[config.mk]
export PLATFORM = sky130hd
export DESIGN_NAME = alu_pipe_flat
export DESIGN_NICKNAME = d
export VERILOG_FILES = /design/src/rtl/alu_pipe_if.sv /design/src/rtl/alu_pipe.sv /design/src/flat_wrapper.sv
export SDC_FILE = /design/constraint.sdc
export NUM_CORES = 1
export LEC_CHECK = 0
export CAP_MARGIN = 15
export CORE_MARGIN = 2
export CORE_UTILIZATION = 30
export DETAILED_ROUTE_END_ITERATION = 7
export GPL_ROUTABILITY_DRIVEN = 0
export PLACE_DENSITY = 0.6
export SYNTH_ARGS = -nofsm -noshare
export SYNTH_HDL_FRONTEND = slang
export SYNTH_SLANG_ARGS = --single-unit
export TNS_END_PERCENT = 30
[constraint.sdc]
create_clock -name clk -period 3.4 [get_ports clk]
set_input_delay 0.68 -clock clk [delete_from_list [all_inputs] [get_ports clk]]
set_output_delay 0.68 -clock clk [all_outputs]
set_load 0.05 [all_outputs]
[src/rtl/alu_pipe_if.sv]
// Handshake and data bundle between the operand sequencer, alu_pipe and the result consumer.
interface alu_pipe_if #(
    parameter int unsigned WIDTH = 8
);
    logic             in_valid;
    logic             in_ready;
    logic [WIDTH-1:0] opA;
    logic [WIDTH-1:0] opB;
    logic [2:0]       sel;
    logic             out_valid;
    logic             out_ready;
    logic [WIDTH-1:0] res;
    logic             ovf;
    logic             zero;
    logic             neg;

    // Sequencer/consumer side
    modport master (
        output in_valid, opA, opB, sel, out_ready,
        input  in_ready, out_valid, res, ovf, zero, neg
    );

    // ALU side
    modport slave (
        input  in_valid, opA, opB, sel, out_ready,
        output in_ready, out_valid, res, ovf, zero, neg
    );
endinterface

[src/rtl/alu_pipe.sv]
// Two-stage pipelined multi-format ALU: 2C / 1C / sign-magnitude add/sub plus AND/OR,
// with valid/ready on both sides and overflow/zero/negative flags.
module alu_pipe #(
    parameter int unsigned WIDTH    = 8,
    parameter bit          SATURATE = 1'b0
) (
    input  logic      clk,
    input  logic      rst,
    alu_pipe_if.slave bus
);

    typedef enum logic [1:0] {
        FMT_2C    = 2'b00,
        FMT_1C    = 2'b01,
        FMT_SM    = 2'b10,
        FMT_LOGIC = 2'b11
    } fmt_e;

    localparam logic [WIDTH:0]   POS_LIM   = {2'b00, {(WIDTH-1){1'b1}}};
    localparam logic [WIDTH:0]   NEG_LIM   = {2'b01, {(WIDTH-1){1'b0}}};
    localparam logic [WIDTH-1:0] MAX_POS   = {1'b0, {(WIDTH-1){1'b1}}};
    localparam logic [WIDTH-1:0] SIGN_ONLY = {1'b1, {(WIDTH-1){1'b0}}};
    localparam logic [WIDTH-1:0] ONE       = {{(WIDTH-1){1'b0}}, 1'b1};

    logic             v1;
    logic             v2;
    logic             adv2;
    logic             in_ready_c;

    fmt_e             fmt_in;
    fmt_e             fmt1;
    logic             sa_c, sb_c, sa1, sb1;
    logic [WIDTH-1:0] ma_c, mb_c, ma1, mb1;
    logic [WIDTH-1:0] lres_c, lres1;

    logic [WIDTH:0]   tmag;
    logic             tsign;
    logic [WIDTH-2:0] mlow;
    logic             ovf_c;
    logic [WIDTH-1:0] res_c;

    logic [WIDTH-1:0] res_q;
    logic             ovf_q;
    logic             zero_q;
    logic             neg_q;

    // Unsigned magnitude of an operand; both negative-zero encodings collapse to 0.
    function automatic logic [WIDTH-1:0] mag_of(input logic [WIDTH-1:0] v, input fmt_e f);
        logic [WIDTH-1:0] m;
        case (f)
            FMT_2C:  m = v[WIDTH-1] ? (~v + ONE) : v;
            FMT_1C:  m = v[WIDTH-1] ? ~v : v;
            FMT_SM:  m = {1'b0, v[WIDTH-2:0]};
            default: m = '0;
        endcase
        return m;
    endfunction

    // Stage 2 advances when empty or drained; stage 1 loads when empty or able to advance,
    // which is the same condition as ~v1 | ~v2 | out_ready.
    always_comb begin
        adv2       = ~v2 | bus.out_ready;
        in_ready_c = ~v1 | adv2;
    end

    assign bus.in_ready  = in_ready_c;
    assign bus.out_valid = v2;
    assign bus.res       = res_q;
    assign bus.ovf       = ovf_q;
    assign bus.zero      = zero_q;
    assign bus.neg       = neg_q;

    // Decode: split operands into sign/magnitude; subtraction flips B's sign.
    always_comb begin
        fmt_in = fmt_e'(bus.sel[2:1]);
        ma_c   = mag_of(bus.opA, fmt_in);
        mb_c   = mag_of(bus.opB, fmt_in);
        sa_c   = bus.opA[WIDTH-1] & (ma_c != '0);
        sb_c   = (bus.opB[WIDTH-1] & (mb_c != '0)) ^ bus.sel[0];
        lres_c = bus.sel[0] ? (bus.opA | bus.opB) : (bus.opA & bus.opB);
    end

    // Stage 1 register: decoded operands.
    always_ff @(posedge clk) begin
        if (rst) begin
            v1 <= 1'b0;
        end else if (in_ready_c) begin
            v1 <= bus.in_valid;
            if (bus.in_valid) begin
                fmt1  <= fmt_in;
                sa1   <= sa_c;
                sb1   <= sb_c;
                ma1   <= ma_c;
                mb1   <= mb_c;
                lres1 <= lres_c;
            end
        end
    end

    // Compute: signed-magnitude add, range check, then re-encode in the selected format.
    always_comb begin
        tmag  = '0;
        tsign = 1'b0;
        ovf_c = 1'b0;
        res_c = '0;
        if (sa1 == sb1) begin
            tmag  = {1'b0, ma1} + {1'b0, mb1};
            tsign = sa1;
        end else if (ma1 >= mb1) begin
            tmag  = {1'b0, ma1} - {1'b0, mb1};
            tsign = sa1;
        end else begin
            tmag  = {1'b0, mb1} - {1'b0, ma1};
            tsign = sb1;
        end
        if (tmag == '0) begin
            tsign = 1'b0;
        end
        mlow = tmag[WIDTH-2:0];
        case (fmt1)
            FMT_2C: begin
                ovf_c = tsign ? (tmag > NEG_LIM) : (tmag > POS_LIM);
                if (ovf_c && SATURATE) begin
                    res_c = tsign ? SIGN_ONLY : MAX_POS;
                end else begin
                    res_c = tsign ? (~tmag[WIDTH-1:0] + ONE) : tmag[WIDTH-1:0];
                end
            end
            FMT_1C, FMT_SM: begin
                ovf_c = tmag > POS_LIM;
                if (ovf_c && SATURATE) begin
                    res_c = tsign ? ((fmt1 == FMT_1C) ? SIGN_ONLY : '1) : MAX_POS;
                end else if (mlow == '0) begin
                    res_c = '0;
                end else if (!tsign) begin
                    res_c = {1'b0, mlow};
                end else if (fmt1 == FMT_1C) begin
                    res_c = ~{1'b0, mlow};
                end else begin
                    res_c = {1'b1, mlow};
                end
            end
            default: res_c = lres1;
        endcase
    end

    // Stage 2 register: result and flags, held while the consumer stalls.
    always_ff @(posedge clk) begin
        if (rst) begin
            v2     <= 1'b0;
            res_q  <= '0;
            ovf_q  <= 1'b0;
            zero_q <= 1'b0;
            neg_q  <= 1'b0;
        end else if (adv2) begin
            v2 <= v1;
            if (v1) begin
                res_q  <= res_c;
                ovf_q  <= ovf_c;
                zero_q <= (res_c == '0);
                neg_q  <= res_c[WIDTH-1];
            end
        end
    end

endmodule

[src/flat_wrapper.sv]
// flat-port wrapper written by rule: the top's interface ports become plain ports
module alu_pipe_flat 
#(
    parameter int unsigned WIDTH    = 8,
    parameter bit          SATURATE = 1'b0
)
  (clk, rst, bus_in_valid, bus_opA, bus_opB, bus_sel, bus_out_ready, bus_in_ready, bus_out_valid, bus_res, bus_ovf, bus_zero, bus_neg);
  alu_pipe_if #(.WIDTH(WIDTH)) bus_i ();
  input  logic clk;
  input  logic rst;
  input wire logic [$bits(bus_i.in_valid)-1:0] bus_in_valid;
  input wire logic [$bits(bus_i.opA)-1:0] bus_opA;
  input wire logic [$bits(bus_i.opB)-1:0] bus_opB;
  input wire logic [$bits(bus_i.sel)-1:0] bus_sel;
  input wire logic [$bits(bus_i.out_ready)-1:0] bus_out_ready;
  output wire logic [$bits(bus_i.in_ready)-1:0] bus_in_ready;
  output wire logic [$bits(bus_i.out_valid)-1:0] bus_out_valid;
  output wire logic [$bits(bus_i.res)-1:0] bus_res;
  output wire logic [$bits(bus_i.ovf)-1:0] bus_ovf;
  output wire logic [$bits(bus_i.zero)-1:0] bus_zero;
  output wire logic [$bits(bus_i.neg)-1:0] bus_neg;
  assign bus_i.in_valid = bus_in_valid;
  assign bus_i.opA = bus_opA;
  assign bus_i.opB = bus_opB;
  assign bus_i.sel = bus_sel;
  assign bus_i.out_ready = bus_out_ready;
  assign bus_in_ready = bus_i.in_ready;
  assign bus_out_valid = bus_i.out_valid;
  assign bus_res = bus_i.res;
  assign bus_ovf = bus_i.ovf;
  assign bus_zero = bus_i.zero;
  assign bus_neg = bus_i.neg;
  alu_pipe #(.WIDTH(WIDTH), .SATURATE(SATURATE)) u_core (.clk(clk), .rst(rst), .bus(bus_i));
endmodule
==> run summary <==
Status = finished with violations
Failing checks = negative setup slack
Final net count = 616
RSZ-0062 raised after global routing = true
CP Class = register to register
1st-pass router iterations = 4
CP dominant cell by count = inv_1
# diodes = 0
Final Hold Fails = 0
WL/cell = 15.86 um
H-tree depth = 2
Main synth FF type = edfxtp_1
Layout Skew = 0.004939 ns
Dpl ws = -0.1131 ns
Synth warn = 0
Syn Area/Cell = 8.660 um^2
Asr flop ratio synth = 0
Share of layout cells above drive strength 1 = 0.2732
Netlist cell types = 85
Crit-path cells = inv_1, ha_1, inv_1, fa_2, a221o_1, a221oi_2, nand3_1, a31oi_4, a211oi_4, buf_4, a41oi_2, mux2i_1, o22ai_1, nor3_1, a31o_1
Commonest non-fill, non-tap cell in the layout = buf_4
Fin. max-slew vios = 0
Cell Int Power = 1.264 mW
Worst-skew pair later-pin latency = 0.28 ns
Vias per inst = 5.384
Port Buffer Count = 35
Core area = 12770 um^2
Setup slack, reg-to-reg = -0.05 ns
Final setup fails = 2
HP Class = register to register
Post-synthesis net count = 514
Clock share of power = 0.286
Global route overflow = 0
Area after DPL = 4913 um^2
Combinational power share = 0.418
EDFF count, synth = 28
Initial antenna violation count = 0
# DRC = 0
End of the worst register-to-register path = u_core.bus.zero
Critical Path Start Type = register
Register area share after synthesis = 0.2732
Root Buffer = clkbuf_16
Reg-to-reg critical path startpoint = u_core.mb1[0]
Fmax = 289.7 MHz
Seq pwr share = 0.296
First-pass GRT wire length = 18150 um
Vias in the first global route = 3676
Switching Fraction = 0.3412
Clock sinks = 40
DIE AREA = 14130 um^2
Hold buffers post-CTS = 0
Final WS setup = -0.05221 ns
P&R area growth vs syn = 38.03%
Rel. slew slack = 0.5344
Yosys reg bits = 40
Slowest-stage cell, CP = edfxtp_1
CP Launch Point = u_core.mb1[0]
Hold Startpoint = u_core.bus.res[3]
Hold EP = u_core.bus.res[3]
Site Rows = 41
Power Density = 351.3 nW/um^2
Final Cell Area = 5463 um^2
IO Count = 36
Final HPWL DP = 8873 um
Max-Cap Viols = 0
CP required = 3.63 ns
TritonCTS clock tree = yes
Clk slew on worst S/H paths = 0.06 ns
Die Span X = 118.9 um
Most frequent cells in the layout = buf_4 (80), nor2_1 (42), inv_1 (37)
Slew @ Worst Pin = 0.6970 ns
Via count = 3941
Synthesized area = 3958 um^2
Starting Density = 0.3098
Crit path DAT = 3.68 ns
Period utilization = 1.015
Largest net degree at the start of global routing = 29
Crit-path max cell delay = 0.43 ns
CP Capture Type = register
DR iter-0 viols = 190
Routed WL = 11610 um
TritonCTS buffer count = 5
Switch Pwr = 0.6546 mW
CP max FO = 3
Maximum root-to-sink buffer count = 2
Leakage = 2.176 nW
Crit path time final = 3.452 ns
Synth Instances = 457
WHS Path Cells = 2
Worst reg2reg path depth = 15
Die H = 118.9 um
VDD IR max = 0.0001819 V
Tot GR Track Use = 0.1550
ANT nets after route = 0
[flip-flops by register name, indices dropped and copies added (netlist names), 2 cells and up]
name            cells
u_core.bus.res      7
u_core.fmt1         2
u_core.lres1        8
u_core.ma1          8
u_core.mb1          8
[timing repair]
item | CTS | global route
pin swaps | 6 | 27
endpoints found under the setup margin | 2 | 8
setup buffers | 3 | 11
gates resized for setup | 10 | 38
[stage by stage]
| stage | power (mW) | util | hold slack, ns | setup TNS (ns) | cells |
|---|---|---|---|---|---|
| 3_5_place_dp | 1.267 | 0.3847 | 0.4455 | -0.2191 | 711 |
| 3_3_place_gp | 1.257 | 0.3847 | 0.4427 | -0.1051 | 711 |
| 4_1_cts | 1.841 | 0.4041 | 0.4530 | 0 | 722 |
| 6_report | 1.919 | 0.4277 | 0.4505 | -0.06263 | 732 |
| 5_1_grt | 2.014 | 0.4277 | 0.4646 | -0.7324 | 732 |
| 2_1_floorplan | 1.006 | - | 0.4960 | 0 | 457 |
[cells in the mapped netlist, drive strengths merged, types with 8 or more instances]
library cell   n  area (um^2)
maj3           8        80.08
a21oi         32        182.7
o31ai          9        67.56
nand3         11        60.06
ha            31        387.9
o21ai         29        145.1
edfxtp        28        840.8
a21o          11        91.33
nor2          43        161.4
nand2         37        141.4
inv           38        142.6
dfxtp         12        240.2
or3            8        55.05
buf           11        86.32
clkbuf        11        41.29
nand2b        11        68.82
[kinds of logic (layout without fill, tap and decap cells)]
| logic type | after synthesis | in the layout | share of synthesized area |
|---|---|---|---|
| fa+ha+maj | 42 | 42 | 0.1334 |
| buf+inv | 60 | 163 | 0.06829 |
| compound gates | 149 | 149 | 0.2896 |
| xor+xnor | 13 | 13 | 0.02877 |
| flops | 40 | 40 | 0.2732 |
| simple gates | 147 | 147 | 0.1894 |
| mux | 6 | 6 | 0.01739 |
[power groups by stage]
stage               sequential (mW)  combinational, mW  clock [mW]
global placement              0.576              0.681           0
floorplan                     0.605              0.402           0
global route                  0.571              0.861       0.582
CTS                           0.568              0.712       0.561
finish                        0.568              0.801       0.549
detailed placement            0.578              0.689           0
[routing by layer]
| metal | global-route usage | share of wire | vias up |
|---|---|---|---|
| met4 | 0.05134 | 0.029 | 0 |
| met5 | 0 | 0 | - |
| met1 | 0.2033 | 0.43 | 1876 |
| li1 | - | - | 1901 |
| met3 | 0.01389 | 0.044 | 28 |
| met2 | 0.2676 | 0.49 | 136 |
[cell type report]
cell class,count,area (um^2)
timing repair buffer,117,973.4
clock buffer,5,125.1
fill,1223,7311
multi-input combinational,357,2879
clock inverter,3,46.29
inverter,38,142.6
tap,172,215.2
sequential,40,1081
[worst max-delay path: cells and delay by family, from the launching register on]
family / cells / cell delay, ns
fa+ha+maj: 2 / 0.52
simple gates: 2 / 0.39
compound gates: 7 / 1.47
mux: 1 / 0.29
flops: 1 / 0.43
buf+inv: 3 / 0.32
[worst max path at each step]
stage | to | slack (ns) | cells after the start
finish | u_core.bus.zero | -0.05 | 15
global route | u_core.bus.zero | -0.21 | 15
CTS | u_core.bus.zero | 0.008 | 14
detailed placement | u_core.sb1 | -0.11 | 11
global placement | u_core.sb1 | -0.07 | 11
floorplan | u_core.bus.zero | 0.04 | 13
(Power assumes the default switching activity.)
==> variant 1: new RTL, same flow settings <==
`WIDTH` is set to 8 in 3 places; all go to 6.
--- a/src/rtl/alu_pipe_if.sv
+++ b/src/rtl/alu_pipe_if.sv
@@ -1,6 +1,6 @@
 // Handshake and data bundle between the operand sequencer, alu_pipe and the result consumer.
 interface alu_pipe_if #(
-    parameter int unsigned WIDTH = 8
+    parameter int unsigned WIDTH = 6
 );
     logic             in_valid;
     logic             in_ready;
--- a/src/rtl/alu_pipe.sv
+++ b/src/rtl/alu_pipe.sv
@@ -1,7 +1,7 @@
 // Two-stage pipelined multi-format ALU: 2C / 1C / sign-magnitude add/sub plus AND/OR,
 // with valid/ready on both sides and overflow/zero/negative flags.
 module alu_pipe #(
-    parameter int unsigned WIDTH    = 8,
+    parameter int unsigned WIDTH    = 6,
     parameter bit          SATURATE = 1'b0
 ) (
     input  logic      clk,
--- a/src/flat_wrapper.sv
+++ b/src/flat_wrapper.sv
@@ -1,7 +1,7 @@
 // flat-port wrapper written by rule: the top's interface ports become plain ports
 module alu_pipe_flat 
 #(
-    parameter int unsigned WIDTH    = 8,
+    parameter int unsigned WIDTH    = 6,
     parameter bit          SATURATE = 1'b0
 )
   (clk, rst, bus_in_valid, bus_opA, bus_opB, bus_sel, bus_out_ready, bus_in_ready, bus_out_valid, bus_res, bus_ovf, bus_zero, bus_neg);
Interface: changed (resized bus_opA, bus_opB and bus_res); port bits go from 36 to 30. No check against the original RTL was run, so the function may have changed too.
==> variant 1 against the unedited design <==
  * The run still ends with setup timing left
  * Wire length is 32% lower
  * Sequential cell count is 8 lower
  * Combinational power is 27% lower
  * Worst setup slack worse by 75 ps
  * Synthesized area is 24% lower
  * Sequential share of layout area is 0.90 points higher
  * Die area is 23% lower
  * Design area is 24% lower
  * Via count is 28% lower
  * Hold slack better by 12 ps
  * Non-clock buffer count is 29 lower
  * Utilization hardly changed
  * Power is 27% lower
==> variant 1: results (changes against the unedited design) <==
status finished, violations left; critical path arrival 3730 ps (+50 ps); Post-layout nets 468 (-24%); syn nets 386 (-25%); number of synthesized flops with an enable pin 22 (-21%); metal2 WL 3850 microns (-33%); share of layout cells above drive strength 1 29.0% (+1.7 points); Worst-path clk slew ~70 ps; sink of the worst hold path u_core.bus.res[2]; reg2reg path depth 18 (+3); drt pass-1 iters 5 (+1); Setup TNS Final -127 ps (-64.5 ps); Sw Ratio 33.8% (-0.37 points); dpl hpwl 6060 microns (-32%); Leakage 1.67 nW (-23%); # rows 36 (-12%); Iter 0 DRT Violations 152 (-20%); ANT cells 0 (unchanged); initial antenna violation count 0 (unchanged); Seq/Total Area, Yosys 28.6% (+1.3 points); RR Startpoint u_core.mb1[3]; list of most frequent post-synthesis cells nor2_1 (37), inv_1 (32), ha_1 (26); gr usage total 14.1% (-1.4 points); Fin Clk Skew 7.26 ps (+2.33 ps); failing checks setup timing; vias in the first global route 2693 (-27%); worst-margin pin slew 535 ps (-162 ps); Placement Setup Slack -197 ps (-83.5 ps); count of cell types in the netlist 74 (-13%); Hold Path Origin u_core.bus.res[2]; critical path peak fanout 4 (+1); largest net degree at the start of global routing 23 (-21%); final setup margin -127 ps (-74.9 ps); layout filler cell count 928 (-24%); synth top area cells edfxtp_1 (22%), ha_1 (11%), dfxtp_1 (6.7%); Buffers on Ports 29 (-17%); placed standard-cell area 3790 sq um (-23%); WL met1 3480 microns (-31%); final wirelength 7930 microns (-32%); first-pass GRT wire length 12700 microns (-30%); routed wl met3 339 microns (-34%); slowest stage delay, CP 400 ps (-30 ps); via count 2831 (-28%); Final setup violation count 1 (-1); Largest regs u_core.lres1: 6 flops, u_core.ma1: 6 flops, u_core.mb1: 6 flops
## variant 1: cell count changes in the layout (fill, tap and decap cells not counted), sizes merged, moves of 7 or more
cell	before	now
a21oi	32	21
a21o	11	3
nand2	37	24
o21ai	29	22
buf	82	59
## variant 1: layout make-up
| class | instances | area (sq um) | area share, % |
|---|---|---|---|
| Inverter | 32 | 120 | 2.89 |
| Clock inverter | 3 | 46.3 | 1.11 |
| Multi-Input combinational cell | 261 | 2160 | 52.0 |
| Sequential cell | 32 | 861 | 20.7 |
| Timing Repair Buffer | 88 | 737 | 17.7 |
| Tap cell | 133 | 166 | 4.00 |
| Clock buffer | 5 | 68.8 | 1.65 |
## variant 1: through the flow
| step | std cells | utilization (%) | hold slack [ps] |
|---|---|---|---|
| finish | 554 | 42.8 | 462 |
| global route | 554 | 42.8 | 492 |
| CTS | 549 | 40.8 | 464 |
| detailed placement | 537 | 38.9 | 452 |
| global placement | 537 | 38.9 | 446 |
| floorplan | 338 | - | 494 |
## variant 1: worst max path at each step
stage,end,cells past startpoint,startpoint,slack (ps)
6_report,u_core.bus.zero,18,u_core.mb1[3],-130
5_1_grt,u_core.bus.zero,18,u_core.mb1[3],-330
2_1_floorplan,u_core.bus.zero,19,u_core.ma1[3],-190
4_1_cts,u_core.bus.zero,17,u_core.ma1[3],-70
3_5_place_dp,u_core.bus.zero,17,u_core.ma1[3],-200
3_3_place_gp,u_core.bus.zero,17,u_core.ma1[3],-40
## variant 1: what timing repair did
item | CTS | global route
pin swaps | 2 | 19
setup buffers | 4 | 5
gates resized for setup | 4 | 29
hold buffers | 0 | 0
setup endpoints to repair | 4 | 5
## variant 1: power by group through the flow
stage / Sequential [mW] / Combinational [mW] / Clock (mW)
6_report: 0.452 / 0.585 / 0.371
5_1_grt: 0.454 / 0.633 / 0.399
4_1_cts: 0.452 / 0.532 / 0.381
3_5_place_dp: 0.461 / 0.517 / 0
3_3_place_gp: 0.460 / 0.514 / 0
2_1_floorplan: 0.483 / 0.313 / 0
## variant 1: logic make-up (layout without fill, tap and decap cells)
kind of cell	count (synthesis)	after routing	share of synthesized area (%)
DFF	32	32	28.6
xor gates and xnor gates	11	11	3.71
AOI/OAI and AO/OA	94	94	22.9
adders and majority gates	35	35	14.8
muxes	6	6	2.04
buffers and inverters	45	128	7.29
and+or+nand+nor	115	115	20.6
## variant 1: routing by layer
metal  track usage (%)  vias to the layer above
li1                  -                     1383
met1              17.8                     1330
met2              23.9                       95
met3              1.82                       23
met4              6.37                        0
met5                 0                        -
==> variant 2: new RTL, same settings <==
Made on the original files. `SATURATE` is set to 1'b0 in 2 places; all go to 1'b1.
--- a/src/rtl/alu_pipe.sv
+++ b/src/rtl/alu_pipe.sv
@@ -2,7 +2,7 @@
 // with valid/ready on both sides and overflow/zero/negative flags.
 module alu_pipe #(
     parameter int unsigned WIDTH    = 8,
-    parameter bit          SATURATE = 1'b0
+    parameter bit          SATURATE = 1'b1
 ) (
     input  logic      clk,
     input  logic      rst,
--- a/src/flat_wrapper.sv
+++ b/src/flat_wrapper.sv
@@ -2,7 +2,7 @@
 module alu_pipe_flat 
 #(
     parameter int unsigned WIDTH    = 8,
-    parameter bit          SATURATE = 1'b0
+    parameter bit          SATURATE = 1'b1
 )
   (clk, rst, bus_in_valid, bus_opA, bus_opB, bus_sel, bus_out_ready, bus_in_ready, bus_out_valid, bus_res, bus_ovf, bus_zero, bus_neg);
   alu_pipe_if #(.WIDTH(WIDTH)) bus_i ();
Function: changed (Yosys sat finds a counterexample within 4 cycles, from zero or initial values and one cycle with rst high).
==> variant 2 against the unedited design <==
  * The run still ends with setup timing left
  * Synthesized area is 7.4% higher
  * Power rose by 8.0%
  * Sequential power about the same
  * Count of clock-buffer cells in the layout unchanged
  * Wire length is 19% higher
  * Combinational power grew 20%
  * Sequential cell count unchanged
  * Design area is 13% higher
  * Worst setup slack worse by 130 ps
  * Clock power shrank 0.7%
  * Critical endpoint is now u_core.bus.res[1]
  * Largest cell class unchanged
  * Largest power group unchanged
==> variant 2: results (changes against the unedited design) <==
routed wl met3 788 microns (+54%); final wirelength 13800 microns (+19%); vias in the first global route 4471 (+22%); placed insts 819 (+15%); Setup TNS Final -612 ps (-549 ps); Placement Setup Slack -268 ps (-155 ps); Leakage 2.53 nW (+16%); share of layout cells above drive strength 1 32.0% (+4.7 points); via count 4598 (+17%); first-pass GRT wire length 22000 microns (+21%); final setup margin -185 ps (-133 ps); Fin Clk Skew 6.14 ps (+1.20 ps); sink of the worst hold path u_core.bus.ovf; count of cell types in the netlist 86 (+1.2%); failing checks setup timing; synth top area cells edfxtp_1 (20%), ha_1 (8.8%), dfxtp_1 (5.7%); highest routed layer met4; worst rel slew slack 53.4% (about the same); M2 GR Usage 31.3% (+4.5 points); Mean Syn Cell Area 8.30 sq um (-4.2%); Synth Area in Compound Gates 27.5% (-1.5 points); Hold Path Origin u_core.bus.ovf; peak supply drop 0.000174 V (-4.1%); gr usage total 18.2% (+2.7 points); metal2 WL 6640 microns (+16%); post-synthesis mux area share 2.44% (+0.71 points); status finished, violations left; WL met1 6000 microns (+19%); adder-cell share of the synthesized area 12.1% (-1.2 points); wire per inst 16.4 microns (+3.3%); Internal 1.36 mW (+7.4%); RR Startpoint u_core.ma1[0]; Post-Synth XOR/XNOR Area 2.86% (-0.021 points); Post-layout nets 720 (+17%); syn nets 568 (+11%); Fin Hold WS 455 ps (+4.81 ps); grt met3 use 1.98% (+0.59 points); critical path arrival 3790 ps (+110 ps); list of most frequent post-synthesis cells nor2_1 (57), nand2_1 (39), inv_1 (36); Final setup violation count 7 (+5); Iter 0 DRT Violations 341 (+79%); met1 usage 23.7% (+3.4 points); dpl hpwl 11100 microns (+25%); RR Endpoint u_core.bus.res[1]; placed standard-cell area 5610 sq um (+14%); Slowest cell on crit path or4_4
## variant 2: changes by cell type in the layout (fill, tap and decap cells not counted), sizes merged, moves of 5 or more
cell / unedited run / this run
nand2b: 11 / 2
o21ai: 29 / 34
buf: 82 / 136
nor2: 43 / 57
nor3: 7 / 16
o21a: 2 / 7
mux2i: 2 / 7
## variant 2: how the worst max path moves through the flow
stage | from | end | slack, ps
after global routing | u_core.mb1[0] | u_core.bus.zero | -340
after CTS | u_core.mb1[0] | u_core.bus.res[2] | -200
final | u_core.ma1[0] | u_core.bus.res[1] | -190
after floorplan | u_core.mb1[1] | u_core.bus.zero | -200
after global placement | u_core.ma1[6] | u_core.bus.zero | -240
after detailed placement | u_core.mb1[0] | u_core.bus.zero | -270
## variant 2: worst max-delay path, delay by kind of cell (launching register included)
kind            cells  cell delay, ps
fa+ha+maj           3             780
flops               1             500
buf+inv             4             510
compound gates      4             750
simple gates        4             950
## variant 2: power by group through the flow
stage,Clock [mW],Sequential (mW),Combinational [mW]
after floorplan,0,0.606,0.456
after global placement,0,0.576,0.812
after detailed placement,0,0.577,0.827
after CTS,0.555,0.567,0.906
after global routing,0.572,0.570,1.03
final,0.545,0.567,0.960
## variant 2: what timing repair did
| item | CTS | global route |
|---|---|---|
| resized for setup | 33 | 27 |
| pin swaps | 29 | 28 |
| setup buffers | 18 | 0 |
| setup endpoints to repair | 10 | 10 |
## variant 2: cell type report
cell class | count | area (sq um)
tap | 180 | 225
timing repair buffer | 171 | 1390
inverter | 37 | 141
multi-input combinational | 409 | 3160
clock inverter | 3 | 46.3
fill | 1383 | 7710
clock buffer | 5 | 125
sequential | 40 | 1080
